`config.mk`:
```
export PLATFORM = sky130hd
export DESIGN_NAME = writeback_arbiter
export DESIGN_NICKNAME = d
export VERILOG_FILES = /design/src/rtl/writeback_arbiter.sv
export SDC_FILE = /design/constraint.sdc
export NUM_CORES = 1
export LEC_CHECK = 0
export CELL_PAD_IN_SITES_DETAIL_PLACEMENT = 0
export CELL_PAD_IN_SITES_GLOBAL_PLACEMENT = 1
export CORE_UTILIZATION = 35
export DETAILED_ROUTE_END_ITERATION = 16
export PLACE_DENSITY = 0.68
export SETUP_SLACK_MARGIN = 0.05
export SLEW_MARGIN = 10
export SYNTH_ARGS = -nofsm -noshare
export SYNTH_HDL_FRONTEND = slang
export SYNTH_SLANG_ARGS = --single-unit
```
`constraint.sdc`:
```
create_clock -name clk -period 3.75 [get_ports clk]
set_input_delay 0.75 -clock clk [delete_from_list [all_inputs] [get_ports clk]]
set_output_delay 0.75 -clock clk [all_outputs]
set_load 0.02 [all_outputs]
```
`src/rtl/writeback_arbiter.sv`:
```
`default_nettype none
// ============================================================================
// Module   : writeback_arbiter
// Purpose  : Merges ALU and long-latency results onto one registered write port
//            and tracks which registers still await a long-latency write.
// Revision : 1.0 - initial release
// ============================================================================
module writeback_arbiter #(
    parameter int DEPTH        = 2,
    parameter int STARVE_LIMIT = 4
) (
    input  logic                    clk,
    input  logic                    reset,
    input  logic                    alu_valid,
    input  logic [4:0]              alu_rd,
    input  logic [31:0]             alu_data,
    output logic                    alu_stall,
    input  logic                    ll_valid,
    output logic                    ll_ready,
    input  logic [4:0]              ll_rd,
    input  logic [31:0]             ll_data,
    input  logic                    issue_valid,
    input  logic [4:0]              issue_rd,
    input  logic [4:0]              query_rs1,
    input  logic [4:0]              query_rs2,
    output logic                    rs1_pending,
    output logic                    rs2_pending,
    output logic                    reg_write_enable,
    output logic [4:0]              rd,
    output logic [31:0]             write_data,
    output logic [$clog2(DEPTH):0]  fifo_count
);
    localparam int c_PTR_W = $clog2(DEPTH);
    localparam int c_CNT_W = c_PTR_W + 1;
    localparam int c_STV_W = $clog2(STARVE_LIMIT + 1);
    localparam logic [c_CNT_W-1:0] c_DEPTH = c_CNT_W'(DEPTH);
    localparam logic [c_STV_W-1:0] c_LIMIT = c_STV_W'(STARVE_LIMIT);

    logic [4:0]          r_mem_rd   [DEPTH];
    logic [31:0]         r_mem_data [DEPTH];
    logic [c_PTR_W-1:0]  r_wr_ptr;
    logic [c_PTR_W-1:0]  r_rd_ptr;
    logic [c_CNT_W-1:0]  r_count;
    logic [c_STV_W-1:0]  r_starve;
    logic [31:0]         r_pending;
    logic                r_we;
    logic [4:0]          r_rd;
    logic [31:0]         r_data;

    logic                w_ll_ready;
    logic                w_push;
    logic                w_alu_cand;
    logic                w_fifo_cand;
    logic                w_force;
    logic                w_pop;
    logic                w_alu_win;
    logic [4:0]          w_head_rd;
    logic [31:0]         w_head_data;
    logic [31:0]         w_pend_nxt;

    // Gating with reset keeps ll_ready low for the whole reset interval.
    assign w_ll_ready  = reset && (r_count < c_DEPTH);
    assign w_push      = ll_valid && w_ll_ready && (ll_rd != 5'd0);
    assign w_alu_cand  = alu_valid && (alu_rd != 5'd0);
    assign w_fifo_cand = (r_count != '0);
    assign w_force     = w_alu_cand && w_fifo_cand && (r_starve == c_LIMIT);
    assign w_pop       = w_fifo_cand && (!w_alu_cand || w_force);
    assign w_alu_win   = w_alu_cand && !w_force;
    assign w_head_rd   = r_mem_rd[r_rd_ptr];
    assign w_head_data = r_mem_data[r_rd_ptr];

    // A same-cycle issue re-arms the bit even if the old entry retires now.
    always_comb begin
        w_pend_nxt = '0;
        for (int i = 1; i < 32; i++) begin
            w_pend_nxt[i] = (r_pending[i] && !(w_pop && (w_head_rd == 5'(i))))
                          || (issue_valid && (issue_rd == 5'(i)));
        end
    end

    always_ff @(posedge clk) begin
        if (w_push) begin
            r_mem_rd[r_wr_ptr]   <= ll_rd;
            r_mem_data[r_wr_ptr] <= ll_data;
        end
    end

    always_ff @(posedge clk or negedge reset) begin
        if (!reset) begin
            r_wr_ptr  <= '0;
            r_rd_ptr  <= '0;
            r_count   <= '0;
            r_starve  <= '0;
            r_pending <= '0;
            r_we      <= 1'b0;
            r_rd      <= 5'd0;
            r_data    <= 32'd0;
        end else begin
            if (w_push) begin
                r_wr_ptr <= r_wr_ptr + c_PTR_W'(1);
            end
            if (w_pop) begin
                r_rd_ptr <= r_rd_ptr + c_PTR_W'(1);
            end
            case ({w_push, w_pop})
                2'b10:   r_count <= r_count + c_CNT_W'(1);
                2'b01:   r_count <= r_count - c_CNT_W'(1);
                default: r_count <= r_count;
            endcase

            if (w_pop || !w_fifo_cand) begin
                r_starve <= '0;
            end else if (w_alu_win && (r_starve != c_LIMIT)) begin
                r_starve <= r_starve + c_STV_W'(1);
            end

            r_pending <= w_pend_nxt;

            if (w_alu_win) begin
                r_we   <= 1'b1;
                r_rd   <= alu_rd;
                r_data <= alu_data;
            end else if (w_pop) begin
                r_we   <= 1'b1;
                r_rd   <= w_head_rd;
                r_data <= w_head_data;
            end else begin
                r_we   <= 1'b0;
            end
        end
    end

    assign alu_stall        = w_force;
    assign ll_ready         = w_ll_ready;
    assign rs1_pending      = r_pending[query_rs1];
    assign rs2_pending      = r_pending[query_rs2];
    assign reg_write_enable = r_we;
    assign rd               = r_rd;
    assign write_data       = r_data;
    assign fifo_count       = r_count;

endmodule
`default_nettype wire

```
==> impl_metrics.ini, run 1 <==
[layout]
area_growth_pct = 32.25
fin_nets = 830
multi_input_area_um2 = 2643
final_common_cell = clkdlybuf4s50_1
seqCellArea_um2 = 4125
fin_util_pct = 47.19
drive_gt1_share_pct = 8.311
antenna_cells = 0
layout_common_cells = 135 x clkdlybuf4s50_1, 75 x dfrtp_1, 74 x edfxtp_1
n_fill_cell = 1773

[sta]
rsz0062_at_grt = no
period_minus_slack_ns = 3.582
holdWs_ns = 0.4758
finalClockSkew_ns = 0.01303
tns_ns = 0
post-route-period-util_pct = 95.52
setup_viol = 0
slew_headroom_pct = 23.81
slew_violations = 0
hold_viol_final = 0
tightest_slew_ns = 1.135
max_freq_mhz = 279.2

[min_path]
worst_hold_path_type = flip-flop to flip-flop
holdPathEnd = r_starve[0]
hold_depth = 1
hold_start = r_starve[0]

[clock_network]
cts_tree = done
cts_sinks = 150
clock_latency_ns = 0.43
htree_levels = 4
cts_inserted_buffers = 17
path_clk_slew_ns = 0.06
clockRootBuffer = clkbuf_16
clock_path_buffers = 2

[critical_path]
r2r-start = fifo_count[1]
ff2ff_path_depth = 3
crit_path_max_incr_delay_ns = 0.64
worstPathMaxFanout = 7
crit_chain = clkdlybuf4s50_1 -> mux4_2 -> nand2b_1 -> o2111ai_1 -> nand4_1 -> clkdlybuf4s50_1
cpMaxStageDelayCell = clkdlybuf4s50_1
timing.rr.end = r_mem_data[0][28]
worstPathRequired_ns = 3.00
end_kind = primary output
crit_top_cell = clkdlybuf4s50_1
ff2ff_setup_slack_ns = 1.42
startpoint_type = input pin
critPathArrivalTime_ns = 2.83
crit_path_start = query_rs2[0]
worstSetupPathType = input pin to primary output

[detailed_routing]
drc = 0
vias = 5417
drt_iter0_drc = 290
finalWirelength_um = 19440
viasPerCell = 5.358
antenna_left = 0
avgRoutedWirePerCell_um = 19.23
dr.pass1.iters = 5

[run_status]
status = finished, final reports clean

[yosys]
synth_nets = 703
syn_area_um2 = 6944
async_reset_ff_share_pct = 50.67
synth_seq_area_share_pct = 59.39
yosys.area_share.adder_pct = 0.5405
avgSynthCellArea_um2 = 11.46
synthSimpleGateAreaFrac_pct = 15.73
synth_edf_count = 74
synthXorXnorAreaFrac_pct = 0.7568
synth_seq_cells = 150
synth-compound-area-share_pct = 15.14
synth_top_family_by_area = simple AND/OR/NAND/NOR gates
synth_cell_types = 47
ys.flop_type = dfrtp_1
syn_inst = 606
yosysWarnings = 0
synthMuxAreaShare_pct = 5.297

[die]
initial_utilization_pct = 35.68
die-area_um2 = 20410
core_um2 = 19460
die_x_um = 142.9
ios = 138
placementRows = 51
fp.dieH_um = 142.9

[grt]
grt.overflow.total = 0
grt_pass1_vias = 5446
track_usage_pct = 19.96
grt_max_degree = 77
antenna_found_initial = 0
grt_pass1_wl_um = 30210

[place]
io_buffers = 137
gp_congestion = 0.9487
place_hpwl_um = 13490

[power_and_ir_drop]
powerDensity_nw_per_um2 = 700.2
power_switching_mw = 2.343
p_seq_share_pct = 40.7
combPwrFrac_pct = 33.9
power.internal_mw = 4.088
ir_drop_mv = 0.4139
switching_share_pct = 36.43
leakagePower_nw = 3.364
pwr-share-clk_pct = 25.5

[run]
maxCapViolCount = 0
==> registers in the layout (all words and copies together) (netlist names) <==
signal            cells
r_mem_data           64
r_rd_ptr              1
r_mem_rd             10
r_starve              3
write_data           32
fifo_count            2
reg_write_enable      1
r_wr_ptr              1
r_pending            31
rd                    5
==> timing repair <==
| item | 4_1_cts | 5_1_grt |
|---|---|---|
| buffers inserted | 0 | 0 |
| endpoints found under the setup margin | 0 | 1 |
| resized for setup | 0 | 1 |
| hold buffers | 0 | 0 |
==> Yosys cell counts, types with 2 or more instances <==
master	n	area, um^2
mux2i_1	21	210.2
nor3_1	5	25.02
o221ai_1	4	35.03
o31ai_1	34	255.2
buf_6	3	33.78
nand4_1	2	12.51
o21ai_1	2	10.01
xor2_1	2	17.52
nor2b_1	45	281.5
nor2_1	54	202.7
a22oi_1	5	37.54
xnor2_1	4	35.03
inv_1	10	37.54
and3_1	2	12.51
mux4_2	6	135.1
nand2b_1	4	25.02
mux2_2	2	22.52
a21oi_1	10	50.05
dfrtp_1	76	1902
nand3_1	46	230.2
nand2_1	64	240.2
a211oi_1	33	247.7
ha_1	3	37.54
o41ai_1	31	271.5
or4_1	3	22.52
o211ai_1	3	22.52
clkbuf_1	37	138.9
edfxtp_1	74	2222
a32oi_1	3	26.28
==> layer usage <==
metal	GRT usage [%]	up-vias	share of wire, %
met5	0	-	0
met4	7.357	0	1.4
met3	5.064	24	6.1
met2	31.63	188	48
met1	26.35	2654	44
li1	-	2551	-
==> power by group through the flow <==
stage                     clock network (mW)  registers [mW]  logic [mW]
after floorplan                            0            2.67        1.15
after global placement                     0            2.63        2.17
after detailed placement                   0            2.63        2.21
after CTS                               1.68            2.61        2.21
after global routing                    1.74            2.66        2.38
final                                   1.64            2.61        2.18
==> stage by stage <==
| step | total power, mW | instance area [um^2] | setup WS (ns) | instances |
|---|---|---|---|---|
| 2_1_floorplan | 3.819 | 6944 | 0.3301 | 606 |
| 3_3_place_gp | 4.798 | 8616 | 0.1048 | 979 |
| 3_5_place_dp | 4.836 | 8616 | 0.08701 | 979 |
| 4_1_cts | 6.494 | 9181 | 0.07884 | 1011 |
| 5_1_grt | 6.777 | 9184 | 0.05163 | 1011 |
| 6_report | 6.430 | 9184 | 0.1681 | 1011 |
==> layout make-up <==
| class | instances | share of cell area, % |
|---|---|---|
| Clock buffer | 18 | 4.673 |
| Sequential cell | 150 | 44.92 |
| Multi-Input combinational cell | 404 | 28.77 |
| Clock inverter | 14 | 1.485 |
| Tap cell | 265 | 3.610 |
| Inverter | 10 | 0.4087 |
| Timing Repair Buffer | 150 | 16.13 |
==> critical path: cells and delay by family <==
family                 cells  cell delay [ns]
buffers and inverters      2             1.19
AO/OA/AOI/OAI              1             0.10
AND/OR/NAND/NOR            2             0.26
multiplexers               1             0.53
==> worst max-delay path by stage <==
stage / cells past startpoint / to
detailed placement: 6 / rs1_pending
CTS: 6 / rs1_pending
global route: 6 / rs2_pending
finish: 6 / rs2_pending
floorplan: 3 / r_mem_data[0][0]
global placement: 6 / rs1_pending
==> kinds of logic (layout without fill, tap and decap cells) <==
kind of cell	count (synthesis)	count (layout)
adder cells (fa/ha/maj)	3	3
buffers and inverters	52	192
AND/OR/NAND/NOR	230	230
flip-flops	150	150
AO/OA/AOI/OAI	136	136
multiplexers	29	29
XOR/XNOR	6	6
No activity file was read; power rests on OpenSTA's default activity.
==> run 2: changes to the inputs <==
--- a/config.mk
+++ b/config.mk
@@ -7,9 +7,10 @@
 export LEC_CHECK = 0
 export CELL_PAD_IN_SITES_DETAIL_PLACEMENT = 0
 export CELL_PAD_IN_SITES_GLOBAL_PLACEMENT = 1
-export CORE_UTILIZATION = 35
+export CORE_MARGIN = 2
+export CORE_UTILIZATION = 41
 export DETAILED_ROUTE_END_ITERATION = 16
-export PLACE_DENSITY = 0.68
+export PLACE_DENSITY = 0.86
 export SETUP_SLACK_MARGIN = 0.05
 export SLEW_MARGIN = 10
 export SYNTH_ARGS = -nofsm -noshare
==> impl_metrics.ini, run 2 (synthesized netlist as in run 1, its figures left out) <==
[run_status]
status = finished, final reports clean

[sta]
rsz0062_at_grt = no
holdWs_ns = 0.4702
hold_viol_final = 0
max_freq_mhz = 284.6
tightest_slew_ns = 1.219
setup_viol = 0
finalClockSkew_ns = 0.01578
slew_violations = 0
post-route-period-util_pct = 93.70
tns_ns = 0
fin_ws_ns = 0.2363
period_minus_slack_ns = 3.514
slew_headroom_pct = 18.20

[detailed_routing]
drt_iter0_drc = 437
antenna_left = 0
finalWirelength_um = 19210
drc = 0
viasPerCell = 5.720
vias = 5520
avgRoutedWirePerCell_um = 19.91
dr.pass1.iters = 5

[die]
fp.dieH_um = 134.1
core_um2 = 16580
die_x_um = 134.1
placementRows = 47
ios = 138
initial_utilization_pct = 41.87
die-area_um2 = 17990

[grt]
grt_max_degree = 77
grt_pass1_vias = 5602
grt_pass1_wl_um = 30080
track_usage_pct = 21.87
grt.overflow.total = 0
antenna_found_initial = 0

[power_and_ir_drop]
ir_drop_mv = 0.4074
powerDensity_nw_per_um2 = 712.0
power.internal_mw = 4.095
combPwrFrac_pct = 33.4
leakagePower_nw = 3.373
pwr-share-clk_pct = 25.8
switching_share_pct = 36.92
power_switching_mw = 2.397
p_seq_share_pct = 40.8

[layout]
fin_util_pct = 54.99
fin_nets = 829
antenna_cells = 0
postLayoutCellArea_um2 = 9119
final_common_cell = clkdlybuf4s50_1
regMostFlops = r_mem_data
largest_register_ffs = 64
layout_common_cells = 134 x clkdlybuf4s50_1, 75 x dfrtp_1, 74 x edfxtp_1
drive_gt1_share_pct = 8.322
area_growth_pct = 31.32

[critical_path]
crit_chain = clkdlybuf4s50_1 -> buf_4 -> mux4_2 -> mux2_2 -> nand3b_1 -> nand4_1 -> clkdlybuf4s50_1
ff2ff_setup_slack_ns = 1.24
crit_path_max_incr_delay_ns = 0.54
worstSetupPathType = input pin to primary output
crit_top_cell = clkdlybuf4s50_1
ff2ff_path_depth = 6
worstPathRequired_ns = 3.00
timing.rr.end = write_data[20]
startpoint_type = input pin
cpMaxStageDelayCell = clkdlybuf4s50_1
r2r-start = fifo_count[1]
end_kind = primary output
critPathArrivalTime_ns = 2.76
worstPathMaxFanout = 7

[place]
place_hpwl_um = 13320
placed_area_um2 = 8531
gp_congestion = 0.9388
io_buffers = 137
dp_slack_ns = 0.05563

[clock_network]
cts_tree = done
path_clk_slew_ns = 0.06
htree_levels = 4
clock_path_buffers = 2
postCtsSetupBuffers = 0
cts_sinks = 150
cts_inserted_buffers = 17
cts_hold_buf = 0
clockRootBuffer = clkbuf_16
clock_latency_ns = 0.43

[run]
maxCapViolCount = 0

[min_path]
worst_hold_path_type = flip-flop to flip-flop
hold_start = r_starve[0]
hold_depth = 1
holdPathEnd = r_starve[0]
run 2: worst max-delay path: cells and delay by family:
kind / cells / cell delay, ns
buffers and inverters: 3 / 1.26
muxes: 2 / 0.57
and+or+nand+nor: 2 / 0.18
run 2: metrics by stage:
stage,total power [mW],instances
after floorplan,3.819,606
after global routing,6.813,965
final,6.492,965
after detailed placement,4.823,933
after CTS,6.515,965
after global placement,4.736,933
run 2: power by group through the flow:
stage / combinational (mW) / sequential [mW] / clock [mW]
after floorplan: 1.15 / 2.67 / 0
after detailed placement: 2.17 / 2.65 / 0
after global placement: 2.10 / 2.64 / 0
after CTS: 2.18 / 2.64 / 1.70
final: 2.17 / 2.65 / 1.68
after global routing: 2.34 / 2.69 / 1.78
run 2: worst max-delay path by stage:
stage / slack, ns / endpoint / cells past startpoint / startpoint
after floorplan: 0.33 / r_mem_data[0][0] / 3 / reset
after global placement: 0.08 / rs1_pending / 6 / query_rs1[0]
after detailed placement: 0.06 / rs1_pending / 6 / query_rs1[0]
after CTS: 0.11 / rs2_pending / 6 / query_rs2[0]
after global routing: 0.13 / rs2_pending / 6 / query_rs2[1]
final: 0.24 / rs1_pending / 7 / query_rs1[1]
run 2: per-layer routing:
layer  up-vias  global-route usage, %  part of all wire (%)
li1       2539                      -                     -
met5         -                      0                     0
met4         0                  9.415                   2.9
met2       242                  36.10                    50
met3        33                  5.367                   7.0
met1      2706                  27.57                    40
run 2: final cells by class:
class | instances | area [um^2]
Clock buffer | 17 | 425.4
Clock inverter | 15 | 161.4
Fill cell | 1396 | 7465
Inverter | 10 | 37.54
Multi-Input combinational cell | 404 | 2634
Sequential cell | 150 | 4125
Tap cell | 220 | 275.3
Timing Repair Buffer | 149 | 1460
run 2: what timing repair did:
item / CTS / global route
pin swaps: 0 / 0
hold endpoints to repair: 0 / 0
setup endpoints to repair: 1 / 1
resized for setup: 1 / 1
==> run 3: changes to the inputs <==
--- a/config.mk
+++ b/config.mk
@@ -11,6 +11,7 @@
 export CORE_UTILIZATION = 41
 export DETAILED_ROUTE_END_ITERATION = 16
 export PLACE_DENSITY = 0.86
+export REMOVE_ABC_BUFFERS = 1
 export SETUP_SLACK_MARGIN = 0.05
 export SLEW_MARGIN = 10
 export SYNTH_ARGS = -nofsm -noshare
==> impl_metrics.ini, run 3 (synthesized netlist as in run 1, its figures left out) <==
[place]
gp_congestion = 0.9578
placed_area_um2 = 8532
io_buffers = 137
place_hpwl_um = 12500
dp_slack_ns = 0.03239
dp.cells = 932

[critical_path]
critPathArrivalTime_ns = 2.85
end_kind = primary output
ff2ff_path_depth = 5
worstPathRequired_ns = 3.00
worstSetupPathType = input pin to primary output
startpoint_type = input pin
worstPathMaxFanout = 7

[sta]
max_freq_mhz = 277.6
period_minus_slack_ns = 3.602
fin_ws_ns = 0.1482
holdWs_ns = 0.1639
rsz0062_at_grt = no
hold_viol_final = 0
tightest_slew_ns = 1.196
tns_ns = 0
slew_violations = 0
finalClockSkew_ns = 0.01068
post-route-period-util_pct = 96.05
slew_headroom_pct = 19.75
setup_viol = 0

[detailed_routing]
avgRoutedWirePerCell_um = 19.20
vias = 5558
antenna_left = 0
viasPerCell = 5.766
drt_iter0_drc = 386
dr.pass1.iters = 5
finalWirelength_um = 18510
drc = 0

[die]
ios = 138
die-area_um2 = 17990
fp.dieH_um = 134.1
initial_utilization_pct = 41.87
core_um2 = 16580
die_x_um = 134.1
placementRows = 47

[layout]
fin_util_pct = 54.94
postLayoutCellArea_um2 = 9111
fin_nets = 828
multi_input_area_um2 = 2643
antenna_cells = 0
seqCellArea_um2 = 4125
drive_gt1_share_pct = 7.796
regMostFlops = r_mem_data
largest_register_ffs = 64
final_common_cell = clkdlybuf4s50_1
fin_cells = 964
layout_common_cells = 135 x clkdlybuf4s50_1, 75 x dfrtp_1, 74 x edfxtp_1
area_growth_pct = 31.21
n_fill_cell = 1378

[clock_network]
clock_latency_ns = 0.42
cts_inserted_buffers = 17
clockRootBuffer = clkbuf_16
clock_path_buffers = 2
path_clk_slew_ns = 0.06
cts_sinks = 150
htree_levels = 4
cts_tree = done

[grt]
track_usage_pct = 21.15
antenna_found_initial = 0
grt.overflow.total = 0
grt_max_degree = 67
grt_pass1_vias = 5539
grt_pass1_wl_um = 29390

[power_and_ir_drop]
leakagePower_nw = 3.340
fin_total_pwr_mw = 6.449
ir_drop_mv = 0.3930
powerDensity_nw_per_um2 = 707.8

[min_path]
worst_hold_path_type = input pin to asynchronous set/reset pin

[run_status]
status = finished, final reports clean

[run]
maxCapViolCount = 0
==> run 3: cell types whose count changed in the layout (fill, tap and decap cells not counted), moves of 2 or more <==
cell,previous run,this run
clkbuf_1,0,2
clkinvlp_4,0,3
inv_6,6,4
inv_8,2,0
==> run 3: worst max-delay path, stage by stage <==
cell and delay (ns):
clkdlybuf4s50_1 0.65, mux4_2 0.53, nand2b_1 0.16, o211ai_1 0.09
nand4_1 0.12, clkdlybuf4s50_1 0.55
==> run 3: layout make-up <==
class	instances	area share, %
clock buffers	19	4.751
clock inverters	13	1.620
repair buffers	148	15.92
flip-flops and latches	150	45.28
well taps	220	3.021
inverters	10	0.4120
multi-input cells	404	29.00
==> run 3: metal layers <==
| metal | wire length [um] | share of wire [%] | vias to the layer above | global-route usage, % |
|---|---|---|---|---|
| met1 | 7833 | 42 | 2736 | 27.47 |
| met4 | 363 | 2.0 | 0 | 6.842 |
| met3 | 1437 | 7.8 | 33 | 6.009 |
| met2 | 8873 | 48 | 247 | 34.47 |
| met5 | 0 | 0 | - | 0 |
| li1 | - | - | 2542 | - |
==> run 3: power by group <==
part	total, mW	switching, mW	internal (mW)	leakage [nW]
sequential	2.61	0.414	2.19	1.57
combinational	2.18	1.22	0.961	1.49
clock	1.66	0.671	0.988	0.273
==> run 3: worst paths after layout <==
check / start / end / slack (ns)
max: query_rs2[0] / rs2_pending / 0.15
min: reset / r_pending[12] / 0.16
max reg2reg: fifo_count[0] / write_data[2] / 1.23
min reg2reg: r_starve[0] / r_starve[0] / 0.48
max in group asynchronous: reset / write_data[30] / 2.41
min in group clk: r_starve[0] / r_starve[0] / 0.48
==> run 3: timing repair <==
action | 4_1_cts | 5_1_grt
gates resized for setup | 1 | 0
buffers inserted | 0 | 0
setup endpoints to repair | 1 | 0
hold buffers | 0 | 0
